$ cat src/rtl/hazard_pkg.sv
// rtl/hazard_pkg.sv - shared types and encodings for the pipeline hazard controller
package hazard_pkg;

    typedef enum logic [1:0] {
        RUN      = 2'b00,
        MEM_WAIT = 2'b01,
        HALT     = 2'b10
    } hz_state_e;

    localparam logic [1:0] FWD_REG = 2'b00;
    localparam logic [1:0] FWD_WB  = 2'b01;
    localparam logic [1:0] FWD_MEM = 2'b10;

    localparam logic [1:0] RESULTSRC_LOAD = 2'b01;

    // x0 is hardwired to zero, so a write to it never produces a forwardable value
    function automatic logic writes_reg(input logic       we,
                                        input logic [4:0] rd,
                                        input logic [4:0] rs);
        return we && (rd != 5'd0) && (rd == rs);
    endfunction

endpackage

$ cat src/rtl/hazard_fwd_unit.sv
// rtl/hazard_fwd_unit.sv - EX-stage forwarding select for one source operand
module hazard_fwd_unit
    import hazard_pkg::*;
(
    input  logic [4:0] rs_e,
    input  logic [4:0] rd_m,
    input  logic [4:0] rd_w,
    input  logic       reg_write_m,
    input  logic       reg_write_w,
    output logic [1:0] fwd_sel
);

    // The younger result in M shadows the older one in W
    always_comb begin
        fwd_sel = FWD_REG;
        if (writes_reg(reg_write_m, rd_m, rs_e)) begin
            fwd_sel = FWD_MEM;
        end else if (writes_reg(reg_write_w, rd_w, rs_e)) begin
            fwd_sel = FWD_WB;
        end
    end

endmodule

$ cat src/rtl/hazard_controller.sv
// rtl/hazard_controller.sv - forwarding, load-use, redirect and memory-wait sequencing; HAZARD_PERF_EN adds perf counters
module hazard_controller
    import hazard_pkg::*;
#(
    parameter int unsigned MEM_TIMEOUT = 256,
    parameter int unsigned CNT_W       = $clog2(MEM_TIMEOUT) + 1,
    parameter int unsigned PERF_W      = 32
) (
    input  logic       clk,
    input  logic       reset,
    input  logic [4:0] RS1D,
    input  logic [4:0] RS2D,
    input  logic [4:0] RS1E,
    input  logic [4:0] RS2E,
    input  logic [4:0] RdE,
    input  logic [4:0] RdM,
    input  logic [4:0] RdW,
    input  logic [1:0] ResultSrcE,
    input  logic       RegWriteM,
    input  logic       RegWriteW,
    input  logic       PCSrcE,
    input  logic       dmem_req_M,
    input  logic       dmem_ready,
    output logic       StallF,
    output logic       StallD,
    output logic       StallE,
    output logic       StallM,
    output logic       FlushD,
    output logic       FlushE,
    output logic       FlushW,
    output logic [1:0] ForwardAE,
    output logic [1:0] ForwardBE,
    output logic       mem_err
`ifdef HAZARD_PERF_EN
    ,
    output logic [PERF_W-1:0] perf_stall_cycles,
    output logic [PERF_W-1:0] perf_loaduse,
    output logic [PERF_W-1:0] perf_redirects
`endif
);

    hz_state_e         state_q, state_d;
    logic [CNT_W-1:0]  cnt_q, cnt_d;
    logic              mem_err_q, mem_err_d;

    logic [1:0]        fwd_a, fwd_b;
    logic              lw_stall;
    logic              freeze;

    hazard_fwd_unit u_fwd_a (
        .rs_e        (RS1E),
        .rd_m        (RdM),
        .rd_w        (RdW),
        .reg_write_m (RegWriteM),
        .reg_write_w (RegWriteW),
        .fwd_sel     (fwd_a)
    );

    hazard_fwd_unit u_fwd_b (
        .rs_e        (RS2E),
        .rd_m        (RdM),
        .rd_w        (RdW),
        .reg_write_m (RegWriteM),
        .reg_write_w (RegWriteW),
        .fwd_sel     (fwd_b)
    );

    // Freeze is decoded from the transition condition so it bites in the
    // miss cycle itself and releases in the ready cycle
    always_comb begin
        lw_stall = (ResultSrcE == RESULTSRC_LOAD) && (RdE != 5'd0) &&
                   ((RdE == RS1D) || (RdE == RS2D));
        freeze   = 1'b1;
        case (state_q)
            RUN:      freeze = dmem_req_M && !dmem_ready;
            MEM_WAIT: freeze = !dmem_ready;
            default:  freeze = 1'b1;
        endcase
    end

    always_comb begin
        state_d   = state_q;
        cnt_d     = cnt_q;
        mem_err_d = mem_err_q;
        case (state_q)
            RUN: begin
                if (dmem_req_M && !dmem_ready) begin
                    state_d = MEM_WAIT;
                    cnt_d   = '0;
                end
            end
            MEM_WAIT: begin
                if (dmem_ready) begin
                    state_d = RUN;
                end else if (cnt_q == CNT_W'(MEM_TIMEOUT - 1)) begin
                    state_d   = HALT;
                    mem_err_d = 1'b1;
                end else begin
                    cnt_d = cnt_q + CNT_W'(1);
                end
            end
            HALT: begin
                state_d = HALT;
            end
            default: begin
                state_d = RUN;
                cnt_d   = '0;
            end
        endcase
    end

    always_ff @(posedge clk or negedge reset) begin
        if (!reset) begin
            state_q   <= RUN;
            cnt_q     <= '0;
            mem_err_q <= 1'b0;
        end else begin
            state_q   <= state_d;
            cnt_q     <= cnt_d;
            mem_err_q <= mem_err_d;
        end
    end

    // A redirect seen while frozen is simply held in E by StallE and
    // acted on once the freeze drops
    always_comb begin
        StallF    = 1'b0;
        StallD    = 1'b0;
        StallE    = 1'b0;
        StallM    = 1'b0;
        FlushD    = 1'b0;
        FlushE    = 1'b0;
        FlushW    = 1'b0;
        ForwardAE = FWD_REG;
        ForwardBE = FWD_REG;
        if (reset) begin
            ForwardAE = fwd_a;
            ForwardBE = fwd_b;
            if (freeze) begin
                StallF = 1'b1;
                StallD = 1'b1;
                StallE = 1'b1;
                StallM = 1'b1;
                FlushW = 1'b1;
            end else begin
                StallF = lw_stall;
                StallD = lw_stall;
                FlushD = PCSrcE;
                FlushE = lw_stall | PCSrcE;
            end
        end
    end

    assign mem_err = mem_err_q;

`ifdef HAZARD_PERF_EN
    logic [PERF_W-1:0] perf_stall_q, perf_stall_d;
    logic [PERF_W-1:0] perf_lu_q, perf_lu_d;
    logic [PERF_W-1:0] perf_rd_q, perf_rd_d;

    always_comb begin
        perf_stall_d = perf_stall_q;
        perf_lu_d    = perf_lu_q;
        perf_rd_d    = perf_rd_q;
        if (freeze && (perf_stall_q != '1)) begin
            perf_stall_d = perf_stall_q + PERF_W'(1);
        end
        if (!freeze && lw_stall && (perf_lu_q != '1)) begin
            perf_lu_d = perf_lu_q + PERF_W'(1);
        end
        if (!freeze && PCSrcE && (perf_rd_q != '1)) begin
            perf_rd_d = perf_rd_q + PERF_W'(1);
        end
    end

    always_ff @(posedge clk or negedge reset) begin
        if (!reset) begin
            perf_stall_q <= '0;
            perf_lu_q    <= '0;
            perf_rd_q    <= '0;
        end else begin
            perf_stall_q <= perf_stall_d;
            perf_lu_q    <= perf_lu_d;
            perf_rd_q    <= perf_rd_d;
        end
    end

    assign perf_stall_cycles = perf_stall_q;
    assign perf_loaduse      = perf_lu_q;
    assign perf_redirects    = perf_rd_q;
`endif

endmodule

$ cat config.mk
export PLATFORM = sky130hd
export DESIGN_NAME = hazard_controller
export DESIGN_NICKNAME = d
export VERILOG_FILES = /design/src/rtl/hazard_pkg.sv /design/src/rtl/hazard_fwd_unit.sv /design/src/rtl/hazard_controller.sv
export SDC_FILE = /design/constraint.sdc
export NUM_CORES = 1
export LEC_CHECK = 0
export ABC_AREA = 1
export CORE_MARGIN = 3
export CORE_UTILIZATION = 38
export DETAILED_ROUTE_END_ITERATION = 7
export MAX_ROUTING_LAYER = met4
export PLACE_DENSITY = 0.77
export SYNTH_ARGS = -nofsm -noshare
export SYNTH_HDL_FRONTEND = slang
export SYNTH_SLANG_ARGS = --single-unit
$ cat constraint.sdc
create_clock -name clk -period 1.9 [get_ports clk]
set_input_delay 0.19 -clock clk [delete_from_list [all_inputs] [get_ports clk]]
set_output_delay 0.19 -clock clk [all_outputs]
set_load 0.02 [all_outputs]
# [After elaboration in Yosys (flattened, before gate mapping)]
# Index checks and enable logic that the tools add are counted.
# Widths: inputs -> output; s select.
[totals] reg_bits=12 input_bits=44 output_inout_bits=12 word_cells=62
[classes] n_addsub=1 n_eq_ne=14 muxes=23 n_bitwise=3 n_reduce_logical=18
[ops] operator="$eq 5x5->1" count=6
[ops] operator="$mux 9" count=3
[ops] operator="$pmux 9 s3" count=1
[ops] operator="$reduce_bool 5->1" count=3
[ops] operator="$mux 2" count=7
[ops] operator="$mux 1" count=10
[ops] operator="$add 9x1->9 const B" count=1
[ops] operator="$eq 9x8->1 const B" count=1
[ops] operator="$logic_and 1x1->1" count=9
[ops] operator="$ne 2x2->1 const B" count=3
[ops] operator="$pmux 2 s3" count=1
[ops] operator="$eq 2x1->1 const B" count=2
[ops] operator="$reduce_and 4->1" count=1
[ops] operator="$ne 3x3->1 const B" count=1
[ops] operator="$reduce_and 3->1" count=1
[ops] operator="$eq 2x2->1 const B" count=1
[ops] operator="$logic_not 2->1" count=1
[ops] operator="$not 1->1" count=2
[ops] operator="$pmux 1 s2" count=1
[ops] operator="$reduce_and 2->1" count=1
[ops] operator="$logic_not 1->1" count=1
[ops] operator="$logic_or 1x1->1" count=1
[ops] operator="$or 1x1->1" count=1

# [Logic depth before layout (Yosys ltp)]
# Gate-level depths: netlist (run 1).
[logic_depth] ltp_word=6 mapped_depth=13 mapped_depth_nobuf=13

# [By module]
# From an unflattened synthesis (run 1), not the netlist that was laid out.
[hier_totals] hier_cells=252 hier_area_um2=1371.3
[modules_own_cells] mod="hazard_controller" n_inst=1 cells_each=152 area_each_um2=943.4 seq_area_each_um2=300.3
[modules_own_cells] mod="hazard_fwd_unit" n_inst=2 cells_each=50 area_each_um2=214.0 seq_area_each_um2=0.0

# [Worst setup path after synthesis (run 1)]
# Ideal clock, no wire load.
[synth_timing] path_type="reg-to-reg" start="reg cnt_q[1]" end="reg cnt_q[3]" setup_ps=119 arrival_ps=1611 setup_slack_ps=170 path_stages_with_launch=13 path_buffers=1 synth_period_minus_slack_ps=1730 path_cell_list="dfrtp_1 ha_1 nand3_1 nor3_1 nand2_1 nor2_1 ha_1 nand2_1 nand2_1 nor2_4 buf_6 a21oi_1 nor2_1"
[synth_between] elab_chain_len=4
[synth_lines] item="from (decl)" line_no="hazard_controller.sv:43" text="logic [CNT_W-1:0] cnt_q, cnt_d;"
[synth_lines] item="from (signal assigned)" line_no="hazard_controller.sv:119" text="cnt_q <= cnt_d;"
[synth_lines] item="$add 9x1->9" line_no="hazard_controller.sv:99" text="cnt_d = cnt_q + CNT_W'(1);"
[synth_lines] item="$mux 9" line_no="hazard_controller.sv:95" text="end else if (cnt_q == CNT_W'(MEM_TIMEOUT - 1)) begin"
[synth_lines] item="$mux 9" line_no="hazard_controller.sv:93" text="if (dmem_ready) begin"
[synth_lines] item="$pmux 9 s3" line_no="hazard_controller.sv:85" text="case (state_q)"
# Several ways; a longest one is shown, not always the timed one. The select of a mux whose other input is x is not followed.
# A chain may end at the register's enable or synchronous reset.

# [Final worst setup path (run 1)]
[layout_timing] start="reg cnt_q[0]" end="reg cnt_q[2]"
# Same word-level chain as after synthesis.

==> flow_summary.yaml, run 1 <==
global_routing:
  grt_antenna_before_repair: 0
  grt_pass1_vias: 1478
  grt.overflow.total: 0
  grt_max_degree: 13
  grt_pass1_wl_um: 6382
  grt.total_usage_pct: 19.95
clock_network:
  cts_buffer_depth: 2
  clk_root_buffer_cell: "clkbuf_4"
  cts_hold_buf: 0
  cts_tree: "yes"
  clk_latency_ns: 0.28
  cts_made_buffers: 3
  path_clk_slew_ns: 0.08
  htree_levels: 1
  cts_num_sinks: 12
routing:
  ant_nets: 0
  first_pass_iters: 4
  via_count: 1438
  wl_per_cell_um: 11.50
  wirelength_um: 3668
  viasPerCell: 4.508
  drt_iter0_markers: 62
  drc: 0
setup_path:
  cp-start-kind: "flop"
  crit_arrival_ns: 2.07
  worstPathBufferInverterCount: 1
  max_stage_delay_ns: 0.36
  r2r_end: "cnt_q[2]"
  path_depth: 13
  path_max_fanout: 6
  end_kind: "flop"
  cp_slowest_cell: "dfrtp_1"
  cp.required_ns: 2.11
  critical_path.top_delay_family: "simple AND/OR/NAND/NOR gates"
  worstReg2RegStart: "cnt_q[0]"
  r2r_cells: 13
  rrSetupSlack_ns: 0.05
  criticalPathCategory: "reg2reg"
  cp_cell_sequence: "ha_2, nand3_2, nor3_2, nand2_1, nor2_1, ha_2, nand2_2, nand2_2, nor2_4, buf_6, nand3_2, nand2_1, nor2_1"
yosys:
  avgSynthCellArea_um2: 6.250
  synth_cells: 200
  yosysWarnings: 0
  yosysUniqueCellTypes: 24
  synthesis.nets: 246
  ys_seq_area_share_pct: 24.02
  ys_async_sr_fraction_pct: 100.0
  ys_ff_latch: 12
  synth-edff-count: 0
  syn_area_um2: 1250
  synth-main-ff-cell: "dfrtp_1"
final_layout:
  synthToLayoutAreaGrowth_pct: 62.96
  antenna_cells: 0
  final_cell_count_no_fill: 319
  layout-drive-gt1-share_pct: 20.00
  utilization_pct: 65.65
  nets: 322
sta:
  max_freq_mhz: 540.2
  min_period_ns: 1.851
  setup_viol: 0
  post-route-period-util_pct: 97.43
  finalClockSkew_ns: 0.003037
  tightest_slew_ns: 0.3929
  slew_headroom_pct: 73.71
  grt_setup_unrepaired: "true"
  drv_slew: 0
  hold_viol: 0
min_path:
  hold_class: "in2async"
floorplan:
  pin_count: 56
  rows: 20
  die_h_um: 63.35
  die_x_um: 63.35
  core_area_um2: 3103
  dieArea_um2: 4013
  initial_core_util_pct: 40.28
power:
  vdd_drop_max_uv: 534.4
  p_leak_nw: 1.022
  powerDensity_nw_per_um2: 658.0
placed_design:
  gp_congestion: 0.8711
  portBuffers: 55
  dp_hpwl_um: 3022
  dp.cells: 312
run:
  cap_violations: 0
run_status:
  outcome: "finished, final reports clean"
## stage by stage
step	total power, mW	instance area, µm²	worst slack, ns	hold WS, ns	TNS [ns]
after floorplan	0.7681	1250	0.1700	-0.1056	0
after global placement	1.061	1949	-0.3300	0.4651	-2.155
after detailed placement	1.077	1949	-0.3583	0.4669	-2.327
after CTS	1.257	1976	0.01067	0.3420	0
after global routing	1.440	2037	-0.07379	0.3477	-0.1934
final	1.340	2037	0.04882	0.3260	0
## state kept, by name (all words and copies together), names as in the netlist
register	cells
state_q	2
cnt_q	9
mem_err	1
## report_power, final
| group | total, mW | switching, mW | internal (mW) |
|---|---|---|---|
| Clock | 0.215 | 0.0983 | 0.117 |
| Sequential | 0.331 | 0.0358 | 0.295 |
| Combinational | 0.795 | 0.427 | 0.367 |
| Total | 1.34 | 0.561 | 0.779 |
## kinds of logic (layout without fill, tap and decap cells)
| logic type | after synthesis | count (layout) | synth area share [%] |
|---|---|---|---|
| buffers and inverters | 37 | 112 | 12.61 |
| adders and majority gates | 2 | 2 | 2.002 |
| xor gates and xnor gates | 18 | 18 | 12.61 |
| DFF | 12 | 12 | 24.02 |
| and+or+nand+nor | 114 | 114 | 40.44 |
| AOI/OAI and AO/OA | 17 | 17 | 8.309 |
## cell usage after synthesis, types with 2 or more instances
cell,instances,area (µm²)
buf_4,3,22.52
nand4_1,3,18.77
nand3_2,3,30.03
a21oi_1,8,40.04
inv_1,31,116.4
xnor2_1,8,70.07
nor3_1,3,15.01
nand2_1,50,187.7
or2_2,3,18.77
xor2_1,10,87.58
o21ai_0,4,20.02
nor2_1,33,123.9
dfrtp_1,12,300.3
nand3_1,15,75.07
o22ai_1,2,12.51
ha_1,2,25.02
inv_2,2,7.510
nor2_4,2,22.52
## cell type report
type / instances / area, µm²
fill: 296 / 1066
tap: 44 / 55.05
timing repair buffer: 75 / 676.9
inverter: 33 / 123.9
clock buffer: 4 / 36.28
sequential: 12 / 300.3
multi-input combinational: 151 / 844.6
## cell usage in the layout, fill, tap and decap left out, types with 2 or more instances in the layout
master / instances
nor2_4: 2
ha_2: 2
o22ai_1: 2
nand4_1: 3
inv_1: 31
xor2_1: 10
buf_6: 2
dlygate4sd2_1: 5
clkbuf_2: 4
nor2_2: 2
nor2_1: 31
inv_2: 2
a21oi_1: 4
nand3_1: 14
o21ai_0: 4
nand2_2: 4
clkdlybuf4s50_1: 44
a21oi_2: 3
nor3_1: 2
nand2_1: 46
xnor2_1: 8
or2_2: 3
dfrtp_1: 12
clkbuf_4: 3
nand3_2: 4
buf_4: 20
## how the worst max path moves through the flow
stage / start / end / slack [ns]
3_5_place_dp: RdE[2] / StallF / -0.36
3_3_place_gp: RdE[1] / StallF / -0.33
4_1_cts: RdE[2] / FlushE / 0.01
5_1_grt: cnt_q[0] / cnt_q[4] / -0.07
6_report: cnt_q[0] / cnt_q[2] / 0.05
2_1_floorplan: cnt_q[1] / cnt_q[3] / 0.17
## timing repair
| item | 4_1_cts | 5_1_grt |
|---|---|---|
| gates resized for setup | 17 | 27 |
| cloned | 0 | 0 |
| endpoints found under the setup margin | 13 | 13 |
| buffers inserted | 0 | 3 |
| pin swaps | 0 | 10 |
## worst reg2reg max path: cells and delay by family, from the launching register on
family | cells | cell delay [ns]
DFF | 1 | 0.36
adders and majority gates | 2 | 0.39
and+or+nand+nor | 10 | 0.89
buffers and inverters | 1 | 0.13
## per-layer routing
metal | vias up | share of wire (%) | global-route usage (%)
met5 | - | 0 | -
met4 | 0 | 1.4 | 4.313
met3 | 7 | 5.1 | 4.278
met2 | 41 | 48 | 33.12
met1 | 619 | 46 | 24.92
li1 | 771 | - | -
(Power assumes the default switching activity.)
==> inputs of run 2 (changes only) <==
--- a/config.mk
+++ b/config.mk
@@ -11,6 +11,7 @@
 export DETAILED_ROUTE_END_ITERATION = 7
 export MAX_ROUTING_LAYER = met4
 export PLACE_DENSITY = 0.77
+export SETUP_SLACK_MARGIN = 0.4
 export SYNTH_ARGS = -nofsm -noshare
 export SYNTH_HDL_FRONTEND = slang
 export SYNTH_SLANG_ARGS = --single-unit
==> run 2 against run 1 <==
  * Worst setup slack better by 0.11 ns
  * Critical path depth down 1
  * Sequential power up 2%
  * Worst hold slack better by 0.060 ns
  * Combinational power up 13%
  * Total power up 7.6%
  * Via count up 5.0%
  * Utilization up 2.4 points
  * Critical path type unchanged
==> flow_summary.yaml, run 2 (synthesis results as in run 1) <==
setup_path:
  cp.required_ns: 2.08
  max_stage_delay_ns: 0.40
  cp-start-kind: "flop"
  path_depth: 12
  criticalPathCategory: "reg2reg"
  crit_arrival_ns: 1.92
  path_max_fanout: 6
  critical_path.top_delay_family: "simple AND/OR/NAND/NOR gates"
  worstPathBufferInverterCount: 1
  end_kind: "flop"
  r2r_cells: 12
  cp_cell_sequence: "ha_4, nand3_4, nor3_4, nand2_1, nor2_1, ha_2, nand2_2, nand2_2, nor2_4, buf_6, a21oi_2, nor2_1"
  cp_slowest_cell: "dfrtp_1"
final_layout:
  top_register: "cnt_q"
  nFillCells: 300
  antenna_cells: 0
  nets: 330
  largest_reg_flops: 9
  layout_common_cells: "nand2_1 (44), dlygate4sd2_1 (30), nor2_1 (29), buf_4 (29), inv_1 (27)"
  layout-drive-gt1-share_pct: 28.27
  final_cell_count_no_fill: 327
  mostFrequentLayoutCell: "nand2_1"
  synthToLayoutAreaGrowth_pct: 68.97
global_routing:
  grt_pass1_vias: 1458
  grt.overflow.total: 0
  met3_usage_pct: 3.922
  grt_pass1_wl_um: 6175
  gr-usage-met2_pct: 32.59
  grt_max_degree: 13
  busiest_layer: "met2"
  grt_antenna_before_repair: 0
  grt.total_usage_pct: 19.17
  use_met1_pct: 23.43
sta:
  max_freq_mhz: 574.2
  drv_slew: 0
  setup_viol: 0
  finalClockSkew_ns: 0.01021
  post-route-period-util_pct: 91.66
  slew_headroom_pct: 72.40
  fin_hold_ws_ns: 0.3857
  min_period_ns: 1.742
  tightest_slew_ns: 0.4125
  hold_viol: 0
  grt_setup_unrepaired: "true"
  finalSetupTns_ns: 0
clock_network:
  clk_root_buffer_cell: "clkbuf_4"
  cts_buffer_depth: 2
  clk_latency_ns: 0.28
  cts_tree: "yes"
  cts_num_sinks: 12
  cts_hold_buf: 0
  path_clk_slew_ns: 0.09
  htree_levels: 1
  cts_made_buffers: 3
floorplan:
  rows: 20
  pin_count: 56
  core_area_um2: 3103
  die_x_um: 63.35
  die_h_um: 63.35
  dieArea_um2: 4013
  initial_core_util_pct: 40.28
power:
  switching_power_uw: 599.3
  p_comb_share_pct: 62.0
  clkPwrFrac_pct: 14.5
  p_leak_nw: 1.128
  netSwitchingFraction_pct: 41.56
  vdd_drop_max_uv: 568.9
  powerDensity_nw_per_um2: 682.7
  p_seq_share_pct: 23.4
  intPower_uw: 842.7
routing:
  wirelength_um: 3862
  drt_iter0_markers: 56
  via_count: 1510
  first_pass_iters: 4
  drc: 0
  viasPerCell: 4.618
  wl_per_cell_um: 11.81
  ant_nets: 0
run_status:
  outcome: "finished, final reports clean"
placed_design:
  portBuffers: 55
  dp_hpwl_um: 2936
  dp.cells: 309
  gp_congestion: 0.8110
min_path:
  hold_class: "in2async"
run:
  cap_violations: 0
[run 2: cell types whose count changed in the layout (fill, tap and decap cells not counted), moves of 4 or more]
cell and delta:
dlygate4sd2_1 +25, inv_2 +4, buf_6 +4, clkdlybuf4s50_1 -35
buf_2 +4, buf_4 +9, inv_1 -4
[run 2: layout make-up]
| type | count | area [µm²] | share of cell area, % |
|---|---|---|---|
| inverters | 33 | 123.9 | 5.865 |
| repair buffers | 83 | 705.7 | 33.41 |
| clock buffers | 4 | 36.28 | 1.718 |
| multi-input cells | 151 | 890.9 | 42.18 |
| flip-flops and latches | 12 | 300.3 | 14.22 |
| well taps | 44 | 55.05 | 2.607 |
[run 2: layer usage]
layer  routed length (µm)  share of wire [%]
met5                    0                  0
met4                   22               0.57
met3                  216                5.6
met2                 1846                 48
met1                 1776                 46
[run 2: path summary, 6_finish.rpt]
check	from	endpoint	slack, ns
min in group clk	mem_err	mem_err	0.49
setup / recovery	cnt_q[0]	cnt_q[2]	0.16
hold reg to reg	mem_err	mem_err	0.49
max in group asynchronous	reset	cnt_q[1]	1.35
setup reg to reg	cnt_q[0]	cnt_q[2]	0.16
hold / removal	reset	cnt_q[6]	0.39
[run 2: what timing repair did]
action	CTS	global route
pin swaps	27	17
gates resized for setup	94	25
endpoints found under the setup margin	22	23
setup buffers	8	6
[run 2: power by group through the flow]
| stage | Clock (mW) | Sequential, mW | Combinational [mW] |
|---|---|---|---|
| floorplan | 0 | 0.341 | 0.456 |
| global placement | 0 | 0.345 | 0.731 |
| detailed placement | 0 | 0.346 | 0.738 |
| CTS | 0.215 | 0.336 | 0.790 |
| global route | 0.225 | 0.343 | 0.980 |
| finish | 0.209 | 0.338 | 0.895 |
[run 2: tightest hold or removal path, delay by kind of cell]
| kind | cells | cell delay [ns] |
|---|---|---|
| buffers and inverters | 3 | 0.84 |
[run 2: per-stage QoR]
| step | instance area (µm²) | total power, mW | utilization, % | setup slack (ns) |
|---|---|---|---|---|
| 6_report | 2112 | 1.442 | 68.06 | 0.1584 |
| 5_1_grt | 2112 | 1.547 | 68.06 | 0.06922 |
| 4_1_cts | 2004 | 1.341 | 64.60 | 0.09502 |
| 3_5_place_dp | 1964 | 1.084 | 63.31 | -0.3117 |
| 3_3_place_gp | 1964 | 1.076 | 63.31 | -0.2987 |
| 2_1_floorplan | 1287 | 0.7969 | - | 0.2520 |
